## src/rtl/ps2_mouse_tx_if.sv

```systemverilog
`default_nettype none
// =============================================================================
// ps2_mouse_tx_if : request/status and PS/2 line signals of ps2_mouse_tx
// Rev 1.0
// =============================================================================
interface ps2_mouse_tx_if;
   logic       send;
   logic [8:0] delta_x;
   logic [8:0] delta_y;
   logic [2:0] buttons;
   logic       ps2_clk_in;
   logic       ps2_clk_drive_low;
   logic       ps2_dat_drive_low;
   logic       busy;
   logic       done;
   logic       aborted;

   modport master (
      output send, delta_x, delta_y, buttons, ps2_clk_in,
      input  ps2_clk_drive_low, ps2_dat_drive_low, busy, done, aborted
   );

   modport slave (
      input  send, delta_x, delta_y, buttons, ps2_clk_in,
      output ps2_clk_drive_low, ps2_dat_drive_low, busy, done, aborted
   );
endinterface
`default_nettype wire

```

## src/rtl/ps2_mouse_tx.sv

```systemverilog
`default_nettype none
// =============================================================================
// ps2_mouse_tx : device-side PS/2 transmitter for 3-byte mouse movement packets
// Rev 1.0
// =============================================================================
module ps2_mouse_tx #(
   parameter int HALF_PERIOD = 2000,
   parameter int GAP_CYCLES  = 4000
) (
   input  logic          CLOCK_50,
   input  logic          resetn,
   ps2_mouse_tx_if.slave bus
);

   localparam int MAX_CNT = (HALF_PERIOD > GAP_CYCLES) ? HALF_PERIOD : GAP_CYCLES;
   localparam int CW      = $clog2(MAX_CNT + 1);
   // The single WAIT_BUS cycle after GAP is part of the inter-byte idle time.
   localparam int GAP_LEN = (GAP_CYCLES > 1) ? GAP_CYCLES - 1 : 1;

   localparam logic [CW-1:0] HALF_LAST = CW'(HALF_PERIOD - 1);
   localparam logic [CW-1:0] GAP_LAST  = CW'(GAP_LEN - 1);
   localparam logic [CW-1:0] CNT_ONE   = CW'(1);
   localparam logic [CW-1:0] GUARD     = CW'(2);

   typedef enum logic [2:0] {
      IDLE     = 3'd0,
      WAIT_BUS = 3'd1,
      BIT_HIGH = 3'd2,
      BIT_LOW  = 3'd3,
      GAP      = 3'd4,
      DONE     = 3'd5
   } state_t;

   state_t        state_q, state_d;
   logic [CW-1:0] cnt_q, cnt_d;
   logic [3:0]    bit_q, bit_d;
   logic [1:0]    byte_q, byte_d;
   logic [7:0]    b0_q, b0_d, b1_q, b1_d, b2_q, b2_d;
   logic          sync1_q, sync2_q;
   logic          clk_low_q, dat_low_q, busy_q, done_q, aborted_q;
   logic          aborted_d;
   logic [7:0]    cur_byte_d;
   logic          frame_bit_d;

   always_ff @(posedge CLOCK_50) begin
      if (!resetn) begin
         state_q   <= IDLE;
         cnt_q     <= '0;
         bit_q     <= '0;
         byte_q    <= '0;
         b0_q      <= '0;
         b1_q      <= '0;
         b2_q      <= '0;
         sync1_q   <= 1'b1;
         sync2_q   <= 1'b1;
         clk_low_q <= 1'b0;
         dat_low_q <= 1'b0;
         busy_q    <= 1'b0;
         done_q    <= 1'b0;
         aborted_q <= 1'b0;
      end else begin
         state_q   <= state_d;
         cnt_q     <= cnt_d;
         bit_q     <= bit_d;
         byte_q    <= byte_d;
         b0_q      <= b0_d;
         b1_q      <= b1_d;
         b2_q      <= b2_d;
         sync1_q   <= bus.ps2_clk_in;
         sync2_q   <= sync1_q;
         clk_low_q <= (state_d == BIT_LOW);
         dat_low_q <= ((state_d == BIT_HIGH) || (state_d == BIT_LOW)) && !frame_bit_d;
         busy_q    <= (state_d != IDLE);
         done_q    <= (state_d == DONE);
         aborted_q <= aborted_d;
      end
   end

   always_comb begin
      state_d   = state_q;
      cnt_d     = cnt_q;
      bit_d     = bit_q;
      byte_d    = byte_q;
      b0_d      = b0_q;
      b1_d      = b1_q;
      b2_d      = b2_q;
      aborted_d = 1'b0;
      case (state_q)
         IDLE: begin
            if (bus.send) begin
               b0_d    = {2'b00, bus.delta_y[8], bus.delta_x[8], 1'b1, bus.buttons};
               b1_d    = bus.delta_x[7:0];
               b2_d    = bus.delta_y[7:0];
               cnt_d   = '0;
               bit_d   = '0;
               byte_d  = '0;
               state_d = WAIT_BUS;
            end
         end
         WAIT_BUS: begin
            if (sync2_q) begin
               cnt_d   = '0;
               state_d = BIT_HIGH;
            end
         end
         BIT_HIGH: begin
            // The first two cycles still see our own low drive through the synchronizer.
            if (!sync2_q && (cnt_q >= GUARD)) begin
               aborted_d = 1'b1;
               cnt_d     = '0;
               bit_d     = '0;
               byte_d    = '0;
               state_d   = IDLE;
            end else if (cnt_q == HALF_LAST) begin
               cnt_d   = '0;
               state_d = BIT_LOW;
            end else begin
               cnt_d = cnt_q + CNT_ONE;
            end
         end
         BIT_LOW: begin
            if (cnt_q == HALF_LAST) begin
               cnt_d = '0;
               if (bit_q == 4'd10) begin
                  bit_d = '0;
                  if (byte_q == 2'd2) begin
                     byte_d  = '0;
                     state_d = DONE;
                  end else begin
                     byte_d  = byte_q + 2'd1;
                     state_d = GAP;
                  end
               end else begin
                  bit_d   = bit_q + 4'd1;
                  state_d = BIT_HIGH;
               end
            end else begin
               cnt_d = cnt_q + CNT_ONE;
            end
         end
         GAP: begin
            if (cnt_q == GAP_LAST) begin
               cnt_d   = '0;
               state_d = WAIT_BUS;
            end else begin
               cnt_d = cnt_q + CNT_ONE;
            end
         end
         DONE: begin
            state_d = IDLE;
         end
         default: begin
            state_d = IDLE;
         end
      endcase
   end

   // Frame bit for the upcoming cycle: start, data LSB first, odd parity, stop.
   always_comb begin
      case (byte_d)
         2'd0:    cur_byte_d = b0_q;
         2'd1:    cur_byte_d = b1_q;
         default: cur_byte_d = b2_q;
      endcase
      case (bit_d)
         4'd0:    frame_bit_d = 1'b0;
         4'd1:    frame_bit_d = cur_byte_d[0];
         4'd2:    frame_bit_d = cur_byte_d[1];
         4'd3:    frame_bit_d = cur_byte_d[2];
         4'd4:    frame_bit_d = cur_byte_d[3];
         4'd5:    frame_bit_d = cur_byte_d[4];
         4'd6:    frame_bit_d = cur_byte_d[5];
         4'd7:    frame_bit_d = cur_byte_d[6];
         4'd8:    frame_bit_d = cur_byte_d[7];
         4'd9:    frame_bit_d = ~^cur_byte_d;
         default: frame_bit_d = 1'b1;
      endcase
   end

   assign bus.ps2_clk_drive_low = clk_low_q;
   assign bus.ps2_dat_drive_low = dat_low_q;
   assign bus.busy              = busy_q;
   assign bus.done              = done_q;
   assign bus.aborted           = aborted_q;

endmodule
`default_nettype wire

```

## src/flat_wrapper.sv

```systemverilog
// flat-port wrapper written by rule: the top's interface ports become plain ports
module ps2_mouse_tx_flat 
#(
   parameter int HALF_PERIOD = 2000,
   parameter int GAP_CYCLES  = 4000
)
  (CLOCK_50, resetn, bus_send, bus_delta_x, bus_delta_y, bus_buttons, bus_ps2_clk_in, bus_ps2_clk_drive_low, bus_ps2_dat_drive_low, bus_busy, bus_done, bus_aborted);
  ps2_mouse_tx_if bus_i ();
  input  logic CLOCK_50;
  input  logic resetn;
  input wire logic [$bits(bus_i.send)-1:0] bus_send;
  input wire logic [$bits(bus_i.delta_x)-1:0] bus_delta_x;
  input wire logic [$bits(bus_i.delta_y)-1:0] bus_delta_y;
  input wire logic [$bits(bus_i.buttons)-1:0] bus_buttons;
  input wire logic [$bits(bus_i.ps2_clk_in)-1:0] bus_ps2_clk_in;
  output wire logic [$bits(bus_i.ps2_clk_drive_low)-1:0] bus_ps2_clk_drive_low;
  output wire logic [$bits(bus_i.ps2_dat_drive_low)-1:0] bus_ps2_dat_drive_low;
  output wire logic [$bits(bus_i.busy)-1:0] bus_busy;
  output wire logic [$bits(bus_i.done)-1:0] bus_done;
  output wire logic [$bits(bus_i.aborted)-1:0] bus_aborted;
  assign bus_i.send = bus_send;
  assign bus_i.delta_x = bus_delta_x;
  assign bus_i.delta_y = bus_delta_y;
  assign bus_i.buttons = bus_buttons;
  assign bus_i.ps2_clk_in = bus_ps2_clk_in;
  assign bus_ps2_clk_drive_low = bus_i.ps2_clk_drive_low;
  assign bus_ps2_dat_drive_low = bus_i.ps2_dat_drive_low;
  assign bus_busy = bus_i.busy;
  assign bus_done = bus_i.done;
  assign bus_aborted = bus_i.aborted;
  ps2_mouse_tx #(.HALF_PERIOD(HALF_PERIOD), .GAP_CYCLES(GAP_CYCLES)) u_core (.CLOCK_50(CLOCK_50), .resetn(resetn), .bus(bus_i));
endmodule
```

## config.mk

```make
export PLATFORM = sky130hd
export DESIGN_NAME = ps2_mouse_tx_flat
export DESIGN_NICKNAME = d
export VERILOG_FILES = /design/src/rtl/ps2_mouse_tx_if.sv /design/src/rtl/ps2_mouse_tx.sv /design/src/flat_wrapper.sv
export SDC_FILE = /design/constraint.sdc
export NUM_CORES = 1
export LEC_CHECK = 0
export CORE_AREA = 4 4 120 65
export DETAILED_ROUTE_END_ITERATION = 16
export DIE_AREA = 0 0 124 69
export PLACE_DENSITY = 0.62
export SLEW_MARGIN = 20
export SYNTH_ARGS = -nofsm -noshare
export SYNTH_HDL_FRONTEND = slang
export SYNTH_SLANG_ARGS = --single-unit
```

## constraint.sdc

```tcl
create_clock -name CLOCK_50 -period 3.5 [get_ports CLOCK_50]
set_clock_uncertainty 0.15 [all_clocks]
set_input_delay 0.35 -clock CLOCK_50 [delete_from_list [all_inputs] [get_ports CLOCK_50]]
set_output_delay 0.35 -clock CLOCK_50 [all_outputs]
set_load 0.02 [all_outputs]
```

After elaboration in Yosys (flattened, before gate mapping)
Index checks and enable logic that the tools add are counted.
{"block": "totals", "ff_bits": 50, "latch_bits": 0, "ramBits": 0, "romBits": 0, "in_bits": 25, "out_inout_bits": 5, "elab_cells": 84, "n_memories": 0}
{"block": "op_classes", "add_sub_neg": 3, "n_mul": 0, "div_mod_pow": 0, "order_cmp": 1, "eq_ne": 23, "shift": 0, "mux": 29, "n_bitwise": 0, "reduce_logical": 14}
{"op": "12-bit two-way mux", "count": 5}
{"op": "12-bit one-hot mux with 5 select lines", "count": 1}
{"op": "3-bit two-way mux", "count": 7}
{"op": "4-bit by 3-bit == test with 1-bit output (second input constant)", "count": 4}
{"op": "4-bit two-way mux", "count": 4}
{"op": "8-bit one-hot mux with 2 select lines", "count": 1}
{"op": "3-bit one-hot mux with 5 select lines", "count": 1}
{"op": "12-bit by 1-bit adder with 12-bit output (second input constant)", "count": 1}
{"op": "12-bit by 11-bit == test with 1-bit output (second input constant)", "count": 1}
{"op": "12-bit == test (second input constant)", "count": 1}
{"op": "3-bit by 2-bit == test with 1-bit output (second input constant)", "count": 4}
{"op": "4-bit == test (second input constant)", "count": 3}
{"op": "12-bit by 2-bit >= comparator with 1-bit output (second input constant)", "count": 1}
{"op": "4-bit one-hot mux with 3 select lines", "count": 1}
{"op": "2-bit two-way mux", "count": 5}
{"op": "1-bit one-hot mux with 10 select lines", "count": 1}
{"op": "4-bit by 2-bit == test with 1-bit output (second input constant)", "count": 2}
{"op": "8-bit XNOR reduction", "count": 1}
{"op": "3-bit == test (second input constant)", "count": 2}
{"op": "2-bit one-hot mux with 3 select lines", "count": 1}
{"op": "5-bit nonzero test", "count": 1}
{"op": "4-bit by 1-bit adder with 4-bit output (second input constant)", "count": 1}
{"op": "4-bit by 1-bit == test with 1-bit output (second input constant)", "count": 1}
{"op": "4-bit logical NOT", "count": 1}
{"op": "15 further kinds", "count": 19}

Logic depth before layout (Yosys ltp)
{"block": "logic_depth", "ltp_word": 11, "depth_mapped": 12, "mapped_depth_nobuf": 11}

Least setup slack after synthesis
Ideal clock, no wire load.
{"block": "synth_path", "path_type": "register to register", "from": "reg u_core.cnt_q[4]", "to": "reg u_core.dat_low_q (netlist: u_core.bus.ps2_dat_drive_low)", "setup_ps": 71, "arrival_time_ps": 2760, "required_ps": 3279, "setup_slack_ps": 519, "path_stages_with_launch": 9, "n_path_buf": 0, "synth_period_minus_slack_ps": 2981, "cell_sequence": "dfxtp_1 > or4b_4 > or4_4 > a211oi_4 > o221ai_2 > or3_1 > and3_1 > xnor3_1 > a21oi_1"}
{"block": "synth_between", "elab_chain_len": 10, "word_cells_on_any_way": 35, "classes_between": "1 x order compare; 14 x eq/ne; 13 x mux; 7 x reduce/logical"}
{"item": "from (decl)", "line_no": "ps2_mouse_tx.sv:35", "text": "logic [CW-1:0] cnt_q, cnt_d;"}
{"item": "from (signal assigned)", "line_no": "ps2_mouse_tx.sv:63", "text": "cnt_q <= cnt_d;"}
{"item": "12-bit by 2-bit >= comparator with 1-bit output", "line_no": "ps2_mouse_tx.sv:108", "text": "if (!sync2_q && (cnt_q >= GUARD)) begin"}
{"item": "1-bit logical AND", "line_no": "ps2_mouse_tx.sv:108"}
{"item": "2-bit two-way mux", "line_no": "ps2_mouse_tx.sv:108"}
{"item": "2-bit one-hot mux with 3 select lines", "line_no": "ps2_mouse_tx.sv:88", "text": "case (state_q)"}
{"item": "2-bit by 1-bit == test with 1-bit output or 2-bit logical NOT (tied branches)", "line_no": "ps2_mouse_tx.sv:160", "text": "case (byte_d)"}
{"item": "8-bit one-hot mux with 2 select lines", "line_no": "ps2_mouse_tx.sv:160"}
{"item": "8-bit XNOR reduction", "line_no": "ps2_mouse_tx.sv:175", "text": "4'd9: frame_bit_d = ~^cur_byte_d;"}
{"item": "1-bit one-hot mux with 10 select lines", "line_no": "ps2_mouse_tx.sv:165", "text": "case (bit_d)"}
{"item": "1-bit logical NOT", "line_no": "ps2_mouse_tx.sv:72", "text": "dat_low_q <= ((state_d == BIT_HIGH) || (state_d == BIT_LOW)) && !frame_bit_d;"}
{"item": "1-bit logical AND (*)", "line_no": "ps2_mouse_tx.sv:72"}
{"item": "to (signal assigned)", "line_no": "ps2_mouse_tx.sv:72"}
{"item": "to (decl)", "line_no": "ps2_mouse_tx.sv:40", "text": "logic clk_low_q, dat_low_q, busy_q, done_q, aborted_q;"}
Every way passes the cells marked *; elsewhere a longest branch is shown, timed or not.
A chain may end at the register's enable or synchronous reset.

Final worst setup path
{"block": "layout_path", "from": "reg u_core.cnt_q[6]", "to": "reg u_core.dat_low_q (netlist: u_core.bus.ps2_dat_drive_low)"}
Same word-level chain as after synthesis.

==> metrics.md <==
| Metric | Value |
|---|---|
| Status | complete, no violations |
| Unrepaired setup endpoints after global routing | false |
| Per-instance average area after synthesis | 8.217 um2 |
| Routed WL | 7.129 mm |
| Average wire per standard cell | 15.14 um |
| Synth area leaders | dfxtp_1, nand2_1, a21boi_0, nor2_1, a21oi_1 |
| Minimum clock period | 3268 ps |
| R2R Path Start | u_core.cnt_q[6] |
| Routed met1 length | 3.597 mm |
| Placer congestion estimate | 0.8790 |
| Synthesized netlist cell count | 351 |
| Achievable Freq | 0.3060 GHz |
| Yosys cell types | 70 |
| CTS tree | yes |
| Area Growth Syn to Fin | 18.66% |
| Quantity of I/O buffers inserted on ports | 29 |
| Worst Path Required | 3580 ps |
| Quantity of hold-fixing buffers added after cts | 0 |
| Static Leakage | 1.346 nW |
| Sequential fraction of the synthesis area | 34.71% |
| DRC | 0 |
| Source of the worst hold timing path | u_core.sync1_q |
| Endpoint kind of the worst setup timing path | flop |
| Vias in the first global route | 2,516 |
| Post-synth top area cell | dfxtp_1 |
| Final Max Slew Viols | 0 |
| Relative slew slack | 52.38% |
| Fraction of the cycle the final worst path needs | 93.37% |
| Via total after detailed routing | 2,586 |
| Core region area | 6595 um2 |
| Max cap viols | 0 |
| Maximum cell stage delay along the critical path | 520 ps |
| CTS Root Buffer Type | clkbuf_16 |
| Fraction of layout cells with a size suffix above 1 | 8.707% |
| Post-CTS setup-driven buffer insertion count | 0 |
| GRT Residual Overflow | 0 |
| Reg-to-Reg End | u_core.bus.ps2_dat_drive_low |
| Clock-pin slew reported for the worst setup and hold paths after clock tree synthesis | 70 ps |
| First-pass iteration count of the detailed router | 4 |
| Skew-Pair Late Insertion Delay | 290 ps |
| CTS sink cnt | 50 |
| Setup-violating endpoint count in the final report | 0 |
| Nets in the synthesized netlist | 380 |
| Family with the most delay on the worst path | simple AND/OR/NAND/NOR gates |
| Total CTS buffers | 5 |
| Horizontal die dimension | 124 um |
| Worst hold margin | 289.0 ps |
| Maximum fanout along the worst path | 7 |
| Worst min-delay path category | reg2reg |
| Total standard cell area after synthesis | 2884 um2 |
| Number of enable flip-flop cells after synthesis | 0 |
| Drt first-iter violations | 255 |
| Number of antenna violations at the first check in global routing | 0 |
| Number of gates given a new drive strength after cts | 0 |
| Final hold vios | 0 |
| Met3 layer wire length in the routed design | 237 um |
| Total GRT Usage | 17.38% |
| Full die area | 8556 um2 |
| Count leader, synth | nand2_1 |
| Highest-delay cell along the critical path | or4b_4 |
| Sequence of cells on the critical path | or4b_4 > or4_4 > a211oi_4 > o221ai_2 > or3_1 > and3_1 > xnor3_1 > a21oi_1 |
| Buffer depth of the longest clock path | 2 |
| I/O pin cnt | 30 |
| Crit path arrival time | 3350 ps |
| Pin slew with the least headroom to its limit | 709.5 ps |
| Pwr per Cell Area | 379.9 nW/um2 |
| Synth warnings | 0 |
| Post-route ant nets | 0 |
| Row cnt | 21 |
| Count of state elements after synthesis | 50 |
| Synth top area share | 34.71% |
| Most frequent cells after synthesis | nand2_1, dfxtp_1, nor2_1 |
| Top sig layer | met4 |
| Hold-critical path depth | 1 |
| Critical path startpoint category | flop |
| Number of cells on the worst reg-to-reg path | 8 |
| Total buffers and inverters traversed by the critical path | 0 |
| Maximum VDD drop | 0.2093 mV |
| CP Class | reg2reg |
| Vertical die dimension | 69 um |
| Average vias per placed instance | 5.490 |
| Worst min-delay path endpoint | u_core.sync2_q |
| Total number of nets in the final design | 407 |
| Async SR Flop Fraction | 0% |
| Worst setup slack for register-to-register paths | 230 ps |
| Largest net degree at the start of global routing | 35 |
| Met2 wire len | 3.193 mm |
| DP Wirelength | 5.512 mm |
| Number of H-tree levels | 2 |
| Antenna cells | 0 |
| Effective utilization at floorplan | 43.73% |
| Global-route wire length before repair | 12.11 mm |
| Main flop type after synthesis | dfxtp_1 |
| Total negative setup slack | 0 ps |
registers in the layout, summed over array words and instances, names as in the netlist, 2 cells and up:
name and flops:
u_core.state_q 3, u_core.b2_q 8, u_core.cnt_q 12, u_core.bit_q 4
u_core.b0_q 6, u_core.b1_q 8, u_core.byte_q 2
report_power, final:
| part | internal [mW] | switching (mW) |
|---|---|---|
| clock network | 0.283 | 0.215 |
| logic | 0.0884 | 0.0939 |
| registers | 0.595 | 0.0244 |
worst max-delay path by stage:
stage / startpoint / endpoint / cells after the start
floorplan: u_core.cnt_q[4] / u_core.bus.ps2_dat_drive_low / 8
global placement: u_core.cnt_q[6] / u_core.bus.ps2_dat_drive_low / 8
detailed placement: u_core.cnt_q[4] / u_core.bus.ps2_dat_drive_low / 8
CTS: u_core.cnt_q[6] / u_core.bus.ps2_dat_drive_low / 8
global route: u_core.state_q[1] / u_core.bus.ps2_dat_drive_low / 9
finish: u_core.cnt_q[6] / u_core.bus.ps2_dat_drive_low / 8
worst register-to-register path: stages, from the launching register on:
cell and delay (ps):
dfxtp_1 440, or4b_4 520, or4_4 470, a211oi_4 420, o221ai_2 150, or3_1 370
and3_1 190, xnor3_1 360, a21oi_1 130
cells in the final DEF, fill, tap and decap left out, types with 5 or more instances in the layout:
| cell | count |
|---|---|
| a21o_1 | 6 |
| buf_4 | 8 |
| a21oi_1 | 15 |
| and2_1 | 7 |
| dfxtp_1 | 50 |
| clkdlybuf4s50_1 | 29 |
| xnor2_1 | 7 |
| xor2_1 | 8 |
| clkbuf_16 | 5 |
| nand2_1 | 65 |
| nand2b_1 | 5 |
| nor2_1 | 23 |
| o21ai_0 | 10 |
| a31oi_1 | 6 |
| o211ai_1 | 8 |
| and3_1 | 7 |
| inv_1 | 10 |
| nand3_1 | 8 |
| a21boi_0 | 21 |
metrics by stage:
step | power [mW] | cells | worst slack (ps) | utilization [%] | area (um2)
2_1_floorplan | 0.7407 | 351 | 519.3 | - | 2884
3_3_place_gp | 0.8089 | 463 | 333.1 | 49.59 | 3271
3_5_place_dp | 0.8141 | 463 | 296.3 | 49.59 | 3271
4_1_cts | 1.312 | 471 | 251.5 | 51.89 | 3422
5_1_grt | 1.359 | 471 | 32.24 | 51.89 | 3422
6_report | 1.300 | 471 | 231.9 | 51.89 | 3422
final cells by class:
cell class                      instances  area [um2]
Clock buffer                            6       138.9
Clock inverter                          2       12.51
Fill cell                             642        3173
Inverter                               10       37.54
Multi-Input combinational cell        274        1767
Sequential cell                        50        1001
Tap cell                               92       115.1
Timing Repair Buffer                   37       350.3
metal layers:
metal / global-route usage, % / vias to the layer above
met3: 3.840 / 9
met1: 24.39 / 1223
met5: 0 / -
met4: 4.854 / 0
li1: - / 1310
met2: 26.75 / 44
logic make-up after synthesis:
kind of cell	count (synthesis)	share of synthesized area [%]
xor+xnor	16	5.336
buf+inv	27	4.035
simple gates	153	28.55
mux	2	0.7375
flops	50	34.71
compound gates	98	24.56
fa+ha+maj	5	2.083
No activity file was read; power rests on OpenSTA's default activity.
